## src/rtl/loader_pkg.sv

```systemverilog
// Shared types and constants for the instruction-memory loader.
package loader_pkg;

  typedef enum logic [2:0] {
    IDLE  = 3'd0,
    LEN0  = 3'd1,
    LEN1  = 3'd2,
    DATA  = 3'd3,
    WRITE = 3'd4,
    DONE  = 3'd5,
    ERR   = 3'd6
  } ld_state_t;

  localparam int WORD_BYTES = 4;
  localparam int LEN_BYTES  = 2;

  function automatic logic in_rx_state(ld_state_t s);
    return (s == LEN0) || (s == LEN1) || (s == DATA);
  endfunction

endpackage

```

## src/rtl/loader_word_asm.sv

```systemverilog
// Little-endian word assembler: inserts stream bytes at the current byte slot.
module loader_word_asm
  import loader_pkg::*;
(
  input  logic        clk,
  input  logic        rst,
  input  logic        clr,
  input  logic        load,
  input  logic [7:0]  byte_in,
  output logic [31:0] word,
  output logic        full
);

  logic [1:0]  idx_r;
  logic [31:0] word_r;

  // Byte slot pointer and word register; clear wins over load.
  always_ff @(posedge clk or negedge rst) begin
    if (!rst) begin
      idx_r  <= 2'd0;
      word_r <= 32'd0;
    end else if (clr) begin
      idx_r  <= 2'd0;
      word_r <= 32'd0;
    end else if (load) begin
      word_r[{idx_r, 3'b000} +: 8] <= byte_in;
      idx_r                        <= idx_r + 2'd1;
    end else begin
      idx_r  <= idx_r;
      word_r <= word_r;
    end
  end

  // full means the next load completes the word.
  assign full = (idx_r == 2'(WORD_BYTES - 1));
  assign word = word_r;

endmodule

```

## src/rtl/imem_loader.sv

```systemverilog
// Byte-stream loader for the instruction memory; holds the CPU while loading.
module imem_loader
  import loader_pkg::*;
#(
  parameter int ADDR_W      = 11,
  parameter int TIMEOUT_CYC = 100000
) (
  input  logic              clk,
  input  logic              rst,
  input  logic              load_start,
  input  logic [7:0]        rx_data,
  input  logic              rx_valid,
  output logic              rx_ready,
  output logic [ADDR_W-1:0] imem_addr,
  output logic [31:0]       imem_data,
  output logic              imem_wren,
  output logic              cpu_hold,
  output logic              load_done,
  output logic              load_err
);

  localparam int              TO_W   = (TIMEOUT_CYC > 1) ? $clog2(TIMEOUT_CYC) : 1;
  localparam logic [TO_W-1:0] TO_LIM = (TIMEOUT_CYC > 0) ? TO_W'(TIMEOUT_CYC - 1) : {TO_W{1'b0}};
  localparam logic [16:0]     DEPTH  = 17'd1 << ADDR_W;

  ld_state_t         state_r;
  ld_state_t         nxt_s;
  logic [7:0]        n_lo_r;
  logic [15:0]       n_r;
  logic [ADDR_W-1:0] idx_r;
  logic [TO_W-1:0]   to_cnt_r;
  logic              xfer_s;
  logic              to_hit_s;
  logic              start_s;
  logic              last_s;
  logic [16:0]       n_new_s;
  logic [31:0]       asm_word_s;
  logic              asm_full_s;

  assign xfer_s   = rx_valid & rx_ready;
  assign start_s  = load_start & ((state_r == IDLE) | (state_r == DONE) | (state_r == ERR));
  assign n_new_s  = {1'b0, rx_data, n_lo_r};
  assign last_s   = ({{(17-ADDR_W){1'b0}}, idx_r} == ({1'b0, n_r} - 17'd1));
  assign to_hit_s = (TIMEOUT_CYC != 0) && in_rx_state(state_r) && !xfer_s && (to_cnt_r == TO_LIM);

  // A timed-out partial word is dropped by clearing the assembler.
  loader_word_asm u_asm (
    .clk     (clk),
    .rst     (rst),
    .clr     (start_s | to_hit_s),
    .load    (xfer_s & (state_r == DATA)),
    .byte_in (rx_data),
    .word    (asm_word_s),
    .full    (asm_full_s)
  );

  // Next-state decode.
  always_comb begin
    nxt_s = state_r;
    case (state_r)
      IDLE, DONE, ERR: begin
        if (load_start) nxt_s = LEN0;
        else            nxt_s = state_r;
      end
      LEN0: begin
        if (xfer_s)        nxt_s = LEN1;
        else if (to_hit_s) nxt_s = ERR;
        else               nxt_s = LEN0;
      end
      LEN1: begin
        if (xfer_s) begin
          if (n_new_s == 17'd0)     nxt_s = DONE;
          else if (n_new_s > DEPTH) nxt_s = ERR;
          else                      nxt_s = DATA;
        end else if (to_hit_s) begin
          nxt_s = ERR;
        end else begin
          nxt_s = LEN1;
        end
      end
      DATA: begin
        if (xfer_s && asm_full_s) nxt_s = WRITE;
        else if (to_hit_s)        nxt_s = ERR;
        else                      nxt_s = DATA;
      end
      WRITE: begin
        if (last_s) nxt_s = DONE;
        else        nxt_s = DATA;
      end
      default: nxt_s = IDLE;
    endcase
  end

  // State register with outputs decoded from the incoming state.
  always_ff @(posedge clk or negedge rst) begin
    if (!rst) begin
      state_r   <= IDLE;
      rx_ready  <= 1'b0;
      cpu_hold  <= 1'b0;
      load_done <= 1'b0;
      load_err  <= 1'b0;
      imem_wren <= 1'b0;
    end else begin
      state_r   <= nxt_s;
      rx_ready  <= in_rx_state(nxt_s);
      cpu_hold  <= in_rx_state(nxt_s) | (nxt_s == WRITE) | (nxt_s == ERR);
      load_done <= (nxt_s == DONE);
      load_err  <= (nxt_s == ERR);
      imem_wren <= (nxt_s == WRITE);
    end
  end

  // Word count, word index and inter-byte idle counter.
  always_ff @(posedge clk or negedge rst) begin
    if (!rst) begin
      n_lo_r   <= 8'd0;
      n_r      <= 16'd0;
      idx_r    <= {ADDR_W{1'b0}};
      to_cnt_r <= {TO_W{1'b0}};
    end else begin
      if (state_r == LEN0 && xfer_s) n_lo_r <= rx_data;
      else                           n_lo_r <= n_lo_r;

      if (state_r == LEN1 && xfer_s) n_r <= n_new_s[15:0];
      else                           n_r <= n_r;

      if (start_s)                          idx_r <= {ADDR_W{1'b0}};
      else if (state_r == WRITE && !last_s) idx_r <= idx_r + {{(ADDR_W-1){1'b0}}, 1'b1};
      else                                  idx_r <= idx_r;

      if (in_rx_state(state_r) && !xfer_s && !to_hit_s) to_cnt_r <= to_cnt_r + {{(TO_W-1){1'b0}}, 1'b1};
      else                                              to_cnt_r <= {TO_W{1'b0}};
    end
  end

  assign imem_addr = idx_r;
  assign imem_data = asm_word_s;

endmodule

```

## config.mk

```make
export PLATFORM = sky130hd
export DESIGN_NAME = imem_loader
export DESIGN_NICKNAME = d
export VERILOG_FILES = /design/src/rtl/loader_pkg.sv /design/src/rtl/loader_word_asm.sv /design/src/rtl/imem_loader.sv
export SDC_FILE = /design/constraint.sdc
export NUM_CORES = 1
export LEC_CHECK = 0
export CAP_MARGIN = 20
export CORE_MARGIN = 3
export CORE_UTILIZATION = 40
export DETAILED_ROUTE_END_ITERATION = 10
export SLEW_MARGIN = 25
export SYNTH_ARGS = -nofsm -noshare
export SYNTH_HDL_FRONTEND = slang
export SYNTH_SLANG_ARGS = --single-unit
```

## constraint.sdc

```tcl
create_clock -name clk -period 4.2 [get_ports clk]
set_input_delay 0.63 -clock clk [delete_from_list [all_inputs] [get_ports clk]]
set_output_delay 0.63 -clock clk [all_outputs]
set_load 0.02 [all_outputs]
```

* Word level (Yosys, flattened, before mapping) *
Index checks and enable logic that the tools add are counted.

word-level totals
  flip-flop bits (word level) = 94
  bits in latches = 0
  RAM bits = 0
  ROM bits = 0
  output and inout port bits = 48
  memories = 0

operators by class
  add/sub/neg operators = 5
  $mul = 0
  divide/modulo/power cells = 0
  $lt $le $gt $ge = 1
  eq/ne operators = 15
  shift-type cells = 2
  mux-type cells = 19
  bitwise operators = 8
  reduce and logical (&&, ||, !) cells = 19

operators by type and width
  operator                  number
  $mux W32                  2
  $bwmux W32                1
  $shift A8 B7 Y32 const A  1
  $shiftx A8 B7 Y32         1
  $mux W3                   10
  $mux W11                  2
  $eq A3 B3 Y1 const B      6
  $add A17 B1 Y17 const B   1
  $eq A11 B17 Y1            1
  $eq A17 B17 Y1 const B    1
  $logic_not A17 Y1         1
  $mux W17                  1
  $sub A16 B1 Y17 const B   1
  $gt A16 B12 Y1 const B    1
  $pmux W3 S5               1
  $eq A3 B2 Y1 const B      4
  $add A11 B1 Y11 const B   1
  $logic_and A1 B1 Y1       7
  $neg A5 Y7                1
  $eq A3 B1 Y1 const B      2
  $or A1 B1 Y1              5
  $logic_or A1 B1 Y1        4
  $mux W2                   2
  $reduce_bool A2 Y1        2
  other kinds (6)           10

* Depth between registers and ports, before layout *
Gate-level depths: netlist (run 1).

  word-level depth = 13
  mapped depth = 10
  gate-level depth less buffers = 9

* Modules after synthesis *
From an unflattened synthesis (run 1), not the netlist that was laid out.

unflattened totals
  cell total of the unflattened synthesis = 433
  area, all modules = 4762.1 µm²

modules (own cells, without submodules)
  module           times used  cells each  area an instance (µm²)  sequential area each (µm²)
  imem_loader      1           329         3293.2                  1501.4
  loader_word_asm  1           104         1468.9                  850.8

* Worst setup path before layout (run 1) *
No wires, ideal clock.

  path kind = register to register
  start = reg n_r[0]
  end = reg idx_r[10], in the netlist imem_addr[10]
  arrival = 2.353 ns
  required time = 4.122 ns
  path slack = 1.769 ns
  stages on the path, launching flop included = 11
  buffers on the path = 1
  period minus slack after synthesis = 2.431 ns
  path through = dfrtp_1 > inv_1 > ha_1 > clkbuf_8 > xnor2_1 > a22oi_1 > o2111ai_1 > a2111oi_4 > a211o_1 > or4_1 > a21oi_1

between the ends
  word-level cells in the longest chain between the ends = 5

RTL lines
  what                                 RTL line            text
  from (decl)                          imem_loader.sv:29   logic [15:0] n_r;
  from (signal assigned)               imem_loader.sv:124  if (state_r == LEN1 && xfer_s) n_r <= n_new_s[15:0];
  from (signal assigned)               imem_loader.sv:125  else n_r <= n_r;
  $sub A16 B1 Y17                      imem_loader.sv:43   assign last_s = ({{(17-ADDR_W){1'b0}}, idx_r} == ({1'b0, n_r} - 17'd1));
  $eq A11 B17 Y1                       imem_loader.sv:43
  $logic_not A1 Y1                     imem_loader.sv:128  else if (state_r == WRITE && !last_s) idx_r <= idx_r + {{(ADDR_W-1){1'b0}}, 1'b1};
  $logic_and A1 B1 Y1                  imem_loader.sv:128
  $reduce_bool A2 Y1 (no source line)  n/a
  to (signal assigned)                 imem_loader.sv:127  if (start_s) idx_r <= {ADDR_W{1'b0}};
  to (signal assigned)                 imem_loader.sv:128
  to (signal assigned)                 imem_loader.sv:129  else idx_r <= idx_r;
  to (decl)                            imem_loader.sv:30   logic [ADDR_W-1:0] idx_r;

No other way between the ends.
A chain may end at the register's enable or synchronous reset.

* Worst setup path in the final report (run 1) *
  start = reg n_r[0]
  end = reg cpu_hold

between the ends
  word-level cells in the longest chain between the ends = 9
  elaborated cells on any way between the ends = 13

RTL lines
  what                                          RTL line            text
  $sub A16 B1 Y17 *                             imem_loader.sv:43
  $eq A11 B17 Y1 *                              imem_loader.sv:43
  $mux W3 *                                     imem_loader.sv:87   if (last_s) nxt_s = DONE;
  $pmux W3 S5 *                                 imem_loader.sv:60   case (state_r)
  via nxt_s[2]                                  imem_loader.sv:27   ld_state_t nxt_s;
  $eq A3 B1 Y1 or $eq A3 B2 Y1 (tied branches)  loader_pkg.sv:18    return (s == LEN0) || (s == LEN1) || (s == DATA);
  $logic_or A1 B1 Y1 (2 in series)              loader_pkg.sv:18
  $or A1 B1 Y1                                  imem_loader.sv:106  cpu_hold <= in_rx_state(nxt_s) | (nxt_s == WRITE) | (nxt_s == ERR);
  $or A1 B1 Y1 *                                imem_loader.sv:106
  to (signal assigned)                          imem_loader.sv:106
  to (decl)                                     imem_loader.sv:17   output logic cpu_hold,

Mark *: on every way through the listed nets, which the timed path passes. The rest lies on a longest branch.

==> run_results.csv, run 1 <==
group,metric,value,unit
sta,max_freq,321,MHz
critical_path,cp_max_fo,14,
sta,fin_crit_sh,0.743,
clock_tree,postCtsSetupBuffers,0,
grt,grt_use_total,0.182,
die,ios,60,
critical_path,cp_num_cells,9,
sta,period_needed,3.12,ns
grt,antenna_found_initial,0,
clock_tree,clock_latency,0.34,ns
die,dieWidth,115,um
clock_tree,cts-root-buf,"clkbuf_16",
synth,synth-seq-area-share,0.498,
critical_path,crit_path_start,"n_r[0]$_DFFE_PN0P_",
cells_and_area,utilization,0.503,
grt,grt_pass1_vias,3610,
sta,finalSetupViolations,0,
die,rows,39,
critical_path,critPathCaptureType,"register",
route,num_vias,3624,
clock_tree,cts_tree,"done",
clock_tree,clock_sinks,94,
critical_path,critical_path_class,"register to register",
sta,clock_skew,0.00605,ns
critical_path,cp_data_required_time,4.37,ns
clock_tree,numCtsBuffers,9,
pwr,leakage,2.38,nW
placed_design,io_buffers,59,
synth,syn-num-nets,477,
critical_path,crit_slowest_cell,"a2111oi_4",
synth,postSynth.asyncResetShare,1.00,
cells_and_area,fin_area,5770,um^2
synth,netlist.area_leader.share,0.498,
grt,overflow,0,
clock_tree,cts_hold_buf,0,
critical_path,arrival,3.29,ns
critical_path,max_stage_delay,0.57,ns
clock_tree,clock_path_buffers,2,
synth,synth.most_common_cell,"dfrtp_1",
synth,syn_avg_cell_area,10.3,um^2
critical_path,crit_chain,"inv_1 -> ha_1 -> nand4bb_1 -> a2111oi_0 -> o2111ai_1 -> a2111oi_4 -> nand3_1 -> nand2_1 -> a32oi_1",
route,via_per_inst,5.47,
sta,relSlewSlack,0.419,
critical_path,worstSetupStartpointType,"register",
hold_path,holdCritPathClass,"input port to async pin",
synth,synth_edf_count,0,
job,cap_violations,0,
synth,ys_types,63,
route,drtIter0Drc,226,
route,wl_per_cell,16.7,um
die,start_util,0.412,
route,dr.pass1.iters,4,
placed_design,placed_cell_area,5430,um^2
synth,synth_top_area_cell,"dfrtp_1",
die,core_area,11500,um^2
synth,ys_top_cells_by_area,"dfrtp_1, mux2_2, nor2_1",
synth,ys.flop_type,"dfrtp_1",
cells_and_area,area_delta_synth_final,22.2,%
placed_design,gp_congestion,0.738,
sta,hold_viol,0,
route,routed_wl,11100,um
pwr,p_per_area,563,nW/um^2
sta,setup_ws,1.08,ns
critical_path,reg2reg_from,"n_r[0]$_DFFE_PN0P_",
synth,syn_inst,457,
grt,grt_max_degree,73,
sta,rsz0062_at_grt,"false",
placed_design,hpwl,7830,um
placed_design,pre_cts_ws,0.883,ns
clock_tree,htreeDepth,3,
sta,worst_pin_slew,0.849,ns
clock_tree,cts_resized,0,
sta,fin_setup_tns,0,ns
route,antenna_left,0,
critical_path,cp.buffers_inverters,1,
synth,synthTopCellsByCount,"dfrtp_1, nor2_1, nand2_1, nand3_1, a22oi_1",
cells_and_area,nNetsFinal,535,
synth,ys_seq_elements,94,
critical_path,path_delay_family,"compound AO/OA/AOI/OAI gates",
synth,yosysWarnings,0,
synth,synth_area,4720,um^2
critical_path,reg2reg_depth,9,
pwr,ir_worst_vdd,0.351,mV
cells_and_area,drive_above_1_share,0.135,
run_status,outcome,"completed",
cells_and_area,n_antenna_cell,0,
route,drc,0,
die,die_y,115,um
clock_tree,clk_pin_slew,0.07,ns
grt,grt_pass1_wl,18900,um
die,fp.dieArea,13100,um^2
sta,slew_violations,0,
## per-stage QoR
stage                     std cells  hold slack [ns]  power [mW]
final                           663            0.175        3.25
after global routing            663            0.186        3.47
after CTS                       662            0.453        3.27
after detailed placement        646            0.492        2.42
after global placement          646            0.485        2.40
after floorplan                 457            0.334        2.12
## layer usage
layer  global-route usage  vias to the layer above  wire length [um]
li1                     -                     1752                 -
met1                0.253                     1795              5240
met2                0.280                       58              5330
met3               0.0460                       19               343
met4               0.0530                        0               187
met5                    0                        -                 0
## flip-flops by register name, indices dropped and copies added (netlist names)
| signal | count |
|---|---|
| cpu_hold | 1 |
| imem_addr | 11 |
| imem_wren | 1 |
| load_done | 1 |
| load_err | 1 |
| n_lo_r | 8 |
| n_r | 16 |
| rx_ready | 1 |
| state_r | 3 |
| to_cnt_r | 17 |
| u_asm.idx_r | 2 |
| u_asm.word | 32 |
## final timing paths
kind | to | slack [ns]
max | cpu_hold$_DFF_PN0_ | 1.08
min | u_asm.word[8]$_DFFE_PN0P_ | 0.17
max reg2reg | cpu_hold$_DFF_PN0_ | 1.08
min reg2reg | n_r[15]$_DFFE_PN0P_ | 0.51
max in group asynchronous | u_asm.word[30]$_DFFE_PN0P_ | 3.43
min in group clk | n_r[15]$_DFFE_PN0P_ | 0.51
## logic make-up after synthesis
logic type | Yosys count | share of synthesized area
compound gates | 91 | 0.137
xor+xnor | 32 | 0.0610
fa+ha+maj | 8 | 0.0212
buf+inv | 32 | 0.0331
flops | 94 | 0.498
mux | 25 | 0.0586
simple gates | 175 | 0.191
## cells in the final DEF (no fill, tap or decap), types with 3 or more instances in the layout
| cell type | netlist | layout |
|---|---|---|
| a211oi_1 | 4 | 4 |
| a21oi_1 | 18 | 18 |
| a22oi_1 | 24 | 24 |
| a31oi_1 | 3 | 3 |
| and3_1 | 4 | 4 |
| buf_4 | 2 | 7 |
| clkbuf_16 | 0 | 9 |
| clkdlybuf4s50_1 | 0 | 58 |
| dfrtp_1 | 94 | 94 |
| ha_1 | 8 | 8 |
| inv_1 | 12 | 12 |
| mux2_2 | 21 | 21 |
| mux2i_1 | 4 | 4 |
| nand2_1 | 37 | 37 |
| nand2b_1 | 3 | 3 |
| nand3_1 | 27 | 27 |
| nand3b_1 | 3 | 3 |
| nand4_1 | 4 | 4 |
| nor2_1 | 54 | 54 |
| nor2b_1 | 5 | 5 |
| nor3_1 | 5 | 5 |
| nor4_1 | 6 | 6 |
| o2111ai_1 | 4 | 4 |
| o21ai_0 | 15 | 15 |
| o21ai_1 | 3 | 3 |
| o31ai_1 | 3 | 3 |
| or2_2 | 3 | 3 |
| or3_1 | 4 | 4 |
| xnor2_1 | 15 | 15 |
| xor2_1 | 16 | 16 |
## report_power, final
part           internal (mW)  switching [mW]
logic                  0.489           0.587
registers               1.09           0.245
clock network          0.481           0.350
total                   2.06            1.18
## area by class of cell
class,count,area (um^2)
Sequential cell,94,2350
Clock inverter,6,67.6
Tap cell,143,179
Clock buffer,10,239
Inverter,13,48.8
Multi-Input combinational cell,331,2220
Timing Repair Buffer,66,661
Fill cell,1064,5700
No activity file was read; power rests on OpenSTA's default activity.
==> inputs of run 2 (changes only) <==
clock period = 2.8 ns   (was 4.2 ns; I/O delays follow)
==> run 2 against run 1 <==
Effect of this change:
- sequential share of layout area down 0.72 points
- final cell count increased by 2.4%
- critical endpoint is now imem_addr[7]$_DFFE_PN0P_
- sequential power increased by 50%
- total power grew 49%
==> run_results.csv, run 2 (synthesized netlist as in run 1, its figures left out) <==
group,metric,value,unit
grt,grt_use_total,0.185,
critical_path,critPathCaptureType,"register",
clock_tree,cts-root-buf,"clkbuf_16",
clock_tree,cts_hold_buf,0,
clock_tree,cts_tree,"done",
grt,overflow,0,
critical_path,arrival,2.88,ns
pwr,leakage,2.45,nW
critical_path,cp_data_required_time,3.01,ns
die,core_area,11500,um^2
cells_and_area,layout_commonest_cell,"dfrtp_1",
clock_tree,numCtsBuffers,9,
grt,grt_pass1_vias,3723,
route,via_per_inst,5.51,
route,num_vias,3740,
critical_path,critical_path_class,"register to register",
placed_design,gp_congestion,0.848,
grt,grt_max_degree,54,
route,antenna_left,0,
critical_path,cp_max_fo,7,
cells_and_area,largest_reg_flops,32,
route,wl_per_cell,16.9,um
clock_tree,cts_resized,0,
critical_path,cp.buffers_inverters,2,
pwr,ir_worst_vdd,0.414,mV
sta,period_needed,2.67,ns
route,routed_wl,11500,um
sta,fin_setup_tns,0,ns
placed_design,io_buffers,59,
die,dieWidth,115,um
die,fp.dieArea,13100,um^2
sta,slew_violations,0,
cells_and_area,utilization,0.512,
die,start_util,0.412,
critical_path,crit_slowest_cell,"a2111oi_1",
sta,relSlewSlack,0.639,
sta,max_freq,374,MHz
critical_path,r2r-end,"imem_addr[7]$_DFFE_PN0P_",
die,rows,39,
pwr,p_per_area,825,nW/um^2
critical_path,r2r_slack,0.13,ns
sta,rsz0062_at_grt,"true",
critical_path,reg2reg_from,"n_r[0]$_DFFE_PN0P_",
clock_tree,clk_pin_slew,0.06,ns
critical_path,reg2reg_depth,10,
sta,worst_pin_slew,0.528,ns
cells_and_area,final_cell_mix,"dfrtp_1, clkdlybuf4s50_1, nor2_1, nand2_1, nand3_1",
grt,grt_pass1_wl,19200,um
critical_path,crit_chain,"inv_1 -> ha_2 -> nand4bb_1 -> a2111oi_1 -> o2111ai_1 -> a2111oi_4 -> buf_4 -> a21o_2 -> or3_1 -> a21oi_1",
die,die_y,115,um
sta,fin_crit_sh,0.954,
sta,clock_skew,0.00812,ns
critical_path,max_stage_delay,0.46,ns
grt,antenna_found_initial,0,
critical_path,worstSetupStartpointType,"register",
clock_tree,clock_latency,0.34,ns
route,drtIter0Drc,168,
die,ios,60,
clock_tree,clock_path_buffers,2,
cells_and_area,area_delta_synth_final,24.4,%
critical_path,path_delay_family,"compound AO/OA/AOI/OAI gates",
placed_design,pre_cts_ws,0.0239,ns
hold_path,holdCritPathClass,"input port to async pin",
clock_tree,clock_sinks,94,
run_status,outcome,"completed",
clock_tree,htreeDepth,3,
job,cap_violations,0,
sta,finalSetupViolations,0,
sta,hold_viol,0,
placed_design,hpwl,8160,um
route,dr.pass1.iters,5,
route,drc,0,
cells_and_area,nNetsFinal,551,
cells_and_area,drive_above_1_share,0.159,
clock_tree,postCtsSetupBuffers,0,
sta,setup_ws,0.128,ns
cells_and_area,n_antenna_cell,0,
==> run 2: changes by cell type in the layout (fill, tap and decap cells not counted), moves of 2 or more <==
cell        previous run  this run
buf_12                 0         2
buf_4                  7        22
clkbuf_1               0         2
clkinvlp_4             2         0
inv_6                  2         0
==> run 2: routing by layer <==
| metal | routed length [um] | up-vias | track usage |
|---|---|---|---|
| met5 | 0 | - | 0 |
| met2 | 5660 | 73 | 0.299 |
| met3 | 437 | 20 | 0.0402 |
| met1 | 5190 | 1868 | 0.251 |
| li1 | - | 1779 | - |
| met4 | 199 | 0 | 0.0523 |
==> run 2: worst reg2reg max path, stage by stage (launching register included) <==
cell and delay [ns]:
dfrtp_1 0.44, inv_1 0.10, ha_2 0.25, nand4bb_1 0.12, a2111oi_1 0.46, o2111ai_1 0.24
a2111oi_4 0.37, buf_4 0.21, a21o_2 0.17, or3_1 0.12, a21oi_1 0.06
==> run 2: stage by stage <==
stage / power, mW / instance area (um^2) / cells / hold WS (ns)
floorplan: 3.18 / 4720 / 457 / 0.124
global placement: 3.67 / 5580 / 663 / 0.452
detailed placement: 3.71 / 5580 / 663 / 0.461
CTS: 4.89 / 5860 / 679 / 0.0914
global route: 5.16 / 5870 / 679 / 0.114
finish: 4.84 / 5870 / 679 / 0.0666
==> run 2: where the power goes <==
part           switching [mW]  internal (mW)
registers               0.366           1.64
logic                   0.893          0.791
clock network           0.500          0.650
total                    1.76           3.08
==> run 2: worst max-delay path by stage <==
stage / start / end / slack [ns] / depth (start not counted)
after floorplan: n_r[0]$_DFFE_PN0P_ / imem_addr[10]$_DFFE_PN0P_ / 0.37 / 10
after global placement: rx_data[6] / load_done$_DFF_PN0_ / 0.004 / 8
after detailed placement: rx_data[6] / load_done$_DFF_PN0_ / 0.02 / 8
after CTS: n_r[0]$_DFFE_PN0P_ / imem_addr[7]$_DFFE_PN0P_ / 0.1 / 10
after global routing: n_r[0]$_DFFE_PN0P_ / imem_addr[7]$_DFFE_PN0P_ / -0.08 / 10
final: n_r[0]$_DFFE_PN0P_ / imem_addr[7]$_DFFE_PN0P_ / 0.13 / 10
==> run 2: area by class of cell <==
cell class,instances,area [um^2]
fill,1063,5600
sequential,94,2350
multi-input combinational,331,2230
timing repair buffer,82,786
clock buffer,13,260
tap,143,179
inverter,13,48.8
clock inverter,3,18.8
==> inputs of run 3 (changes only) <==
HOLD_SLACK_MARGIN = 0.15   (was not set)
==> run 3 against run 2 <==
Effect of this change:
- first-iteration DRC count shrank 8.9%
- die area did not move
- largest power group unchanged
- sequential share of layout area shrank 0.068 points
- critical path type unchanged
- highest routed layer unchanged
- via count rose by 0.56%
- global-route usage unchanged
- total power about the same
- routed wire length hardly changed
- critical path depth stayed put
- non-clock buffer count up 1
==> run_results.csv, run 3 (synthesized netlist as in run 1, its figures left out) <==
group,metric,value,unit
run_status,outcome,"completed",
clock_tree,numCtsBuffers,9,
job,cap_violations,0,
critical_path,r2r_slack,0.12,ns
sta,rsz0062_at_grt,"true",
die,dieWidth,115,um
sta,hold_viol,0,
cells_and_area,area_delta_synth_final,24.6,%
sta,fin_crit_sh,0.956,
grt,grt_pass1_wl,19200,um
critical_path,cp_max_fo,7,
cells_and_area,nNetsFinal,552,
sta,finalSetupViolations,0,
critical_path,r2r-end,"imem_addr[7]$_DFFE_PN0P_",
cells_and_area,drive_above_1_share,0.158,
cells_and_area,final_cell_mix,"dfrtp_1, clkdlybuf4s50_1, nor2_1, nand2_1, nand3_1",
critical_path,crit_slowest_cell,"a2111oi_1",
cells_and_area,largest_reg_flops,32,
sta,worst_pin_slew,0.566,ns
grt,antenna_found_initial,0,
critical_path,crit_path_start,"n_r[0]$_DFFE_PN0P_",
cells_and_area,layout_commonest_cell,"dfrtp_1",
sta,relSlewSlack,0.623,
pwr,leakage,2.45,nW
cells_and_area,n_antenna_cell,0,
route,antenna_left,0,
die,core_area,11500,um^2
sta,fin_hold_ws,0.507,ns
route,wl_per_cell,16.9,um
clock_tree,cts_tree,"done",
route,drc,0,
grt,overflow,0,
hold_path,worstHoldPathCells,1,
die,fp.dieArea,13100,um^2
critical_path,critPathCaptureType,"register",
grt,grt_use_total,0.185,
critical_path,max_stage_delay,0.45,ns
hold_path,min_from,"n_r[14]$_DFFE_PN0P_",
clock_tree,clock_path_buffers,2,
critical_path,critical_path_class,"register to register",
critical_path,crit_chain,"inv_1 -> ha_2 -> nand4bb_1 -> a2111oi_1 -> o2111ai_1 -> a2111oi_4 -> buf_4 -> a21o_2 -> or3_1 -> a21oi_1",
die,rows,39,
critical_path,worstSetupEndpoint,"imem_addr[7]$_DFFE_PN0P_",
die,start_util,0.412,
critical_path,arrival,2.88,ns
pwr,ir_worst_vdd,0.415,mV
pwr,p_per_area,824,nW/um^2
placed_design,placed_cell_area,5580,um^2
die,die_y,115,um
sta,slew_violations,0,
route,drtIter0Drc,153,
route,routed_wl,11500,um
grt,grt_max_degree,54,
route,via_per_inst,5.53,
grt,use_met2,0.299,
clock_tree,htreeDepth,3,
sta,max_freq,374,MHz
critical_path,cp_data_required_time,3.01,ns
clock_tree,clock_sinks,94,
clock_tree,clk_pin_slew,0.06,ns
critical_path,worstSetupStartpointType,"register",
placed_design,hpwl,8160,um
grt,use_met3,0.0402,
route,num_vias,3761,
cells_and_area,fin_area,5880,um^2
critical_path,reg2reg_depth,10,
clock_tree,cts-root-buf,"clkbuf_16",
grt,met1_usage,0.251,
clock_tree,clock_latency,0.34,ns
sta,period_needed,2.68,ns
critical_path,reg2reg_from,"n_r[0]$_DFFE_PN0P_",
grt,grt_busiest_layer,"met2",
grt,grt_pass1_vias,3726,
placed_design,io_buffers,59,
sta,clock_skew,0.00838,ns
placed_design,gp_congestion,0.848,
clock_tree,postCtsSetupBuffers,0,
hold_path,holdCritPathClass,"register to register",
die,ios,60,
route,dr.pass1.iters,4,
-- run 3: changes by cell type in the layout (fill, tap and decap cells not counted) --
| cell | change |
|---|---|
| dlygate4sd3_1 | +1 |
-- run 3: where the power goes --
group	internal (mW)	switching [mW]
sequential	1.64	0.367
combinational	0.792	0.894
clock	0.650	0.501
total	3.08	1.76
-- run 3: critical path, delay by kind of cell (launching register included) --
family / cells / cell delay, ns
buffers and inverters: 2 / 0.31
AO/OA/AOI/OAI: 5 / 1.29
flip-flops: 1 / 0.44
AND/OR/NAND/NOR: 2 / 0.24
adder cells (fa/ha/maj): 1 / 0.25
-- run 3: worst min path at each step --
stage / endpoint
finish: n_r[14]$_DFFE_PN0P_
global route: n_r[15]$_DFFE_PN0P_
CTS: n_r[14]$_DFFE_PN0P_
detailed placement: n_lo_r[5]$_DFFE_PN0P_
global placement: n_lo_r[7]$_DFFE_PN0P_
floorplan: cpu_hold$_DFF_PN0_
-- run 3: layout make-up --
cell class	count	area [um^2]
fill	1062	5590
sequential	94	2350
multi-input combinational	331	2230
timing repair buffer	83	796
clock buffer	13	260
tap	143	179
inverter	13	48.8
clock inverter	3	18.8
-- run 3: what timing repair did --
| item | 4_1_cts | 5_1_grt |
|---|---|---|
| endpoints found under the setup margin | 0 | 11 |
| hold buffers | 1 | 0 |
| gates resized for setup | 0 | 3 |
| hold endpoints to repair | 41 | 0 |
-- run 3: per-layer routing --
metal,vias to the layer above,routed length (um)
li1,1783,-
met1,1886,5270
met2,70,5640
met3,22,385
met4,0,211
met5,-,0
-- run 3: per-stage QoR --
| step | TNS (ns) | std cells | util | power, mW | setup slack (ns) |
|---|---|---|---|---|---|
| CTS | 0 | 680 | 0.512 | 4.89 | 0.0980 |
| detailed placement | 0 | 663 | 0.487 | 3.71 | 0.0239 |
| global route | -0.177 | 680 | 0.513 | 5.16 | -0.0767 |
| finish | 0 | 680 | 0.513 | 4.85 | 0.123 |
| floorplan | 0 | 457 | - | 3.18 | 0.369 |
| global placement | 0 | 663 | 0.487 | 3.67 | 0.00417 |
==> RTL edit 1 (config.mk and constraints of run 2) <==
The 7 states of `ld_state_t` get a one-hot encoding in 7 bits.
--- a/src/rtl/loader_pkg.sv
+++ b/src/rtl/loader_pkg.sv
@@ -1,14 +1,14 @@
 // Shared types and constants for the instruction-memory loader.
 package loader_pkg;
 
-  typedef enum logic [2:0] {
-    IDLE  = 3'd0,
-    LEN0  = 3'd1,
-    LEN1  = 3'd2,
-    DATA  = 3'd3,
-    WRITE = 3'd4,
-    DONE  = 3'd5,
-    ERR   = 3'd6
+  typedef enum logic [6:0] {
+    IDLE  = 7'b0000001,
+    LEN0  = 7'b0000010,
+    LEN1  = 7'b0000100,
+    DATA  = 7'b0001000,
+    WRITE = 7'b0010000,
+    DONE  = 7'b0100000,
+    ERR   = 7'b1000000
   } ld_state_t;
 
   localparam int WORD_BYTES = 4;
Function: no difference found for any inputs over 10 cycles, from zero or initial values and one cycle with rst low; not proved beyond that.
==> RTL edit 1 against run 2 <==
Power down 22%; sequential cell count up 4; global-route usage up 1.3 points; sequential power down 17%; design area up 8.3%; routed wire length up 12%; largest cell class unchanged; via count up 11%; non-clock buffer count up 29; worst setup slack worse by 90 ps; combinational power down 45%; area after synthesis up 3.7%.
==> RTL edit 1: results (changes against run 2) <==
run_status:
  outcome: "complete, no violations"  # unchanged
final_layout:
  layout-drive-gt1-share_pct: 21.2  # was 15.9%
  regArea_um2: 2450  # was 2350 um^2
  multi_input_cells: 359  # was 331
  nonClockBufferCount: 111  # was 82
  inverters: 11  # was 13
  n_clock_buffer: 13  # unchanged
  nonClkBufAreaFrac_pct: 15.4  # was 13.4%
  multi_input_area_share_pct: 38.0  # was 37.9%
  finalNetCount: 610  # was 551
  clkCellAreaFrac_pct: 4.46  # was 4.75%
  fillers: 1036  # was 1,063
pwr:
  power.share.switching_pct: 30.7  # was 36.3%
  finalPower_mw: 3.76  # was 4.84 mW
  ir_drop_mv: 0.339  # was 0.414 mV
  p_leak_nw: 2.78  # was 2.45 nW
routing:
  vias: 4135  # was 3,740
  wl_met2_mm: 6.14  # was 5.66 mm
  wl_met3_um: 612  # was 437 um
  drt_pass1_iterations: 5  # unchanged
  drtIter0Drc: 244  # was 168
  drt_wl_total_mm: 12.9  # was 11.5 mm
  viasPerCell: 5.60  # was 5.51
  drt-met1-wl_mm: 5.92  # was 5.19 mm
grt:
  met3_usage_pct: 4.30  # was 4.02%
  grt_pass1_wl_mm: 20.9  # was 19.2 mm
  grt_pass1_vias: 3989  # was 3,723
  grtUsageTotal_pct: 19.8  # was 18.5%
  use_met2_pct: 30.3  # was 29.9%
  grt_start_max_net_pins: 39  # was 54
place:
  dp_hpwl_mm: 9.19  # was 8.16 mm
  place_ws_ps: 11.0  # was 23.9 ps
  dp.cells: 715  # was 663
  place_congestion: 0.835  # was 0.848
  postPlaceCellArea_um2: 5940  # was 5580 um^2
synthesis:
  synth_compound_area_share_pct: 12.0  # was 13.7%
  synthAdderAreaFrac_pct: 2.05  # was 2.12%
  synthDistinctLibCells: 58  # was 63
  synth_top_area_share_pct: 49.6  # was 49.8%
  ys_seq_elements: 98  # was 94
  syn-num-nets: 504  # was 477
  synth.cells.most_frequent: "dfrtp_1, nor2_1, nand2_1"  # unchanged
  synth_xor_area_share_pct: 4.30  # was 6.10%
  muxShareOfSynthArea_pct: 5.93  # was 5.86%
  syn_area_um2: 4890  # was 4720 um^2
  synth_seq_area_share_pct: 50.1  # was 49.8%
  syn_inst: 484  # was 457
timing:
  finClkSkew_ps: 11.1  # was 8.12 ps
  maxSlewHeadroom_pct: 53.0  # was 63.9%
  layout_setup_ws_ps: 37.4  # was 128 ps
  timing.hold.ws_ps: 42.7  # was 66.6 ps
clock_tree:
  h-tree-depth: 3  # unchanged
  cts-resized-gates: 0  # unchanged
critical_path:
  critPathSlowestCell: "or4b_4"  # was a2111oi_1
  worst-path-max-fanout: 6  # was 7
  crit_family: "simple AND/OR/NAND/NOR gates"  # was compound AO/OA/AOI/OAI gates
  crit_arrival_ps: 3030  # was 2880 ps
  r2r_slack_ps: 40  # was 130 ps
RTL edit 1: cell types whose count changed in the layout (fill, tap and decap cells not counted), moves of 6 or more:
| cell | delta |
|---|---|
| a22oi_1 | -7 |
| a21oi_1 | +14 |
| buf_4 | +30 |
| nor2_1 | -8 |
| nand3_1 | +12 |
| xnor2_1 | -6 |
RTL edit 1: worst paths after layout:
check,end,from,cells past startpoint
max,imem_addr[3]$_DFFE_PN0P_,n_r[1]$_DFFE_PN0P_,10
min,imem_addr[2]$_DFFE_PN0P_,rst,1
max reg2reg,imem_addr[3]$_DFFE_PN0P_,n_r[1]$_DFFE_PN0P_,10
min reg2reg,to_cnt_r[0]$_DFF_PN0_,to_cnt_r[0]$_DFF_PN0_,1
max in group asynchronous,n_r[1]$_DFFE_PN0P_,rst,2
min in group clk,to_cnt_r[0]$_DFF_PN0_,to_cnt_r[0]$_DFF_PN0_,1
==> RTL edit 2 (flow settings as in run 2) <==
Without the edit above. `ADDR_W`: 11 -> 10.
--- a/src/rtl/imem_loader.sv
+++ b/src/rtl/imem_loader.sv
@@ -2,7 +2,7 @@
 module imem_loader
   import loader_pkg::*;
 #(
-  parameter int ADDR_W      = 11,
+  parameter int ADDR_W      = 10,
   parameter int TIMEOUT_CYC = 100000
 ) (
   input  logic              clk,
Ports: changed (resized imem_addr); port bits go from 60 to 59. No check against the original RTL was run, so the function may have changed too.
==> RTL edit 2 against run 2 <==
The run now ends with setup timing left; cell count is 2.1% higher; combinational power increased by 20%; power rose by 6.0%; sequential power fell by 3%; worst setup slack got worse by 140 ps; via count increased by 3.6%; non-clock buffer count up 26; area after synthesis fell by 1.8%; routed wire length grew 4.1%; sequential cell count decreased by 1; design area increased by 2.9%; global-route usage grew 0.95 points; synthesized cell count fell by 2.6%; largest cell class unchanged; highest routed layer unchanged.
==> RTL edit 2: results (changes against run 2) <==
final_layout:
  nonClkBufAreaFrac_pct: 16.1  # was 13.4%
  multi_input_area_share_pct: 37.0  # was 37.9%
  n_clock_buffer: 12  # was 13
  inverters: 12  # was 13
  finalNetCount: 568  # was 551
  multi_input_area_um2: 2240  # was 2230 um^2
  layout-drive-gt1-share_pct: 20.4  # was 15.9%
  multi_input_cells: 324  # was 331
critical_path:
  crit_family: "simple AND/OR/NAND/NOR gates"  # was compound AO/OA/AOI/OAI gates
  reg2reg_depth: 8  # was 10
  critPathSlowestCell: "or4_2"  # was a2111oi_1
  rr_endpoint: "imem_addr[9]$_DFFE_PN0P_"  # was imem_addr[7]$_DFFE_PN0P_
  crit_arrival_ps: 3070  # was 2880 ps
grt:
  grt_pass1_wl_mm: 20.0  # was 19.2 mm
  grt_start_max_net_pins: 42  # was 54
  globalRouteMet1Util_pct: 26.5  # was 25.1%
  use_met2_pct: 30.8  # was 29.9%
floorplan:
  die_width_um: 114  # was 115 um
routing:
  vias: 3876  # was 3,740
  wl_met2_mm: 5.74  # was 5.66 mm
  drt-met1-wl_mm: 5.57  # was 5.19 mm
  drtIter0Drc: 291  # was 168
  drt_wl_total_mm: 12.0  # was 11.5 mm
synthesis:
  synthTopCellsByArea: "dfrtp_1, mux2_2, nor2_1"  # unchanged
  synth_seq_area_share_pct: 50.2  # was 49.8%
  syn-num-nets: 465  # was 477
  synthDistinctLibCells: 59  # was 63
  avgSynthCellArea_um2: 10.4  # was 10.3 um^2
timing:
  finalSetupViolations: 1  # was 0
  layout_setup_ws_ps: -10.7  # was 128 ps
  timing.hold.ws_ps: 491  # was 66.6 ps
run_status:
  outcome: "finished, violations left"  # was complete, no violations
  violations: "setup timing"
place:
  dp_hpwl_mm: 8.51  # was 8.16 mm
  place_ws_ps: -100  # was 23.9 ps
  place_congestion: 0.816  # was 0.848
  dp.cells: 673  # was 663
min_path:
  hold_class: "reg -> reg"  # was in -> async
pwr:
  ir_drop_mv: 0.435  # was 0.414 mV
clock_tree:
  cts_hold_buf: 1  # was 0
RTL edit 2: cell types whose count changed in the layout (fill, tap and decap cells not counted), sizes merged, moves of 5 or more:
cell          run 2  this run
or4               2        10
buf              24        50
o31ai             3         8
nor3              6        14
o21ai            18         8
nand2            38        22
a21oi            20        12
nor2             54        64
nand3            27        22
RTL edit 2: cell families (layout without fill, tap and decap cells):
family	after synthesis	in the layout	share of synthesized area, %
simple gates	176	176	19.5
flops	93	93	50.2
compound gates	85	86	13.6
mux	30	30	7.15
buf+inv	29	136	2.89
xor+xnor	24	24	4.54
fa+ha+maj	8	8	2.16
RTL edit 2: power groups by stage:
stage	clock (mW)	combinational [mW]	sequential (mW)
global placement	0	1.90	1.95
global route	1.26	2.22	2.01
finish	1.17	2.01	1.95
floorplan	0	1.15	1.98
detailed placement	0	1.94	1.96
CTS	1.19	1.99	1.94
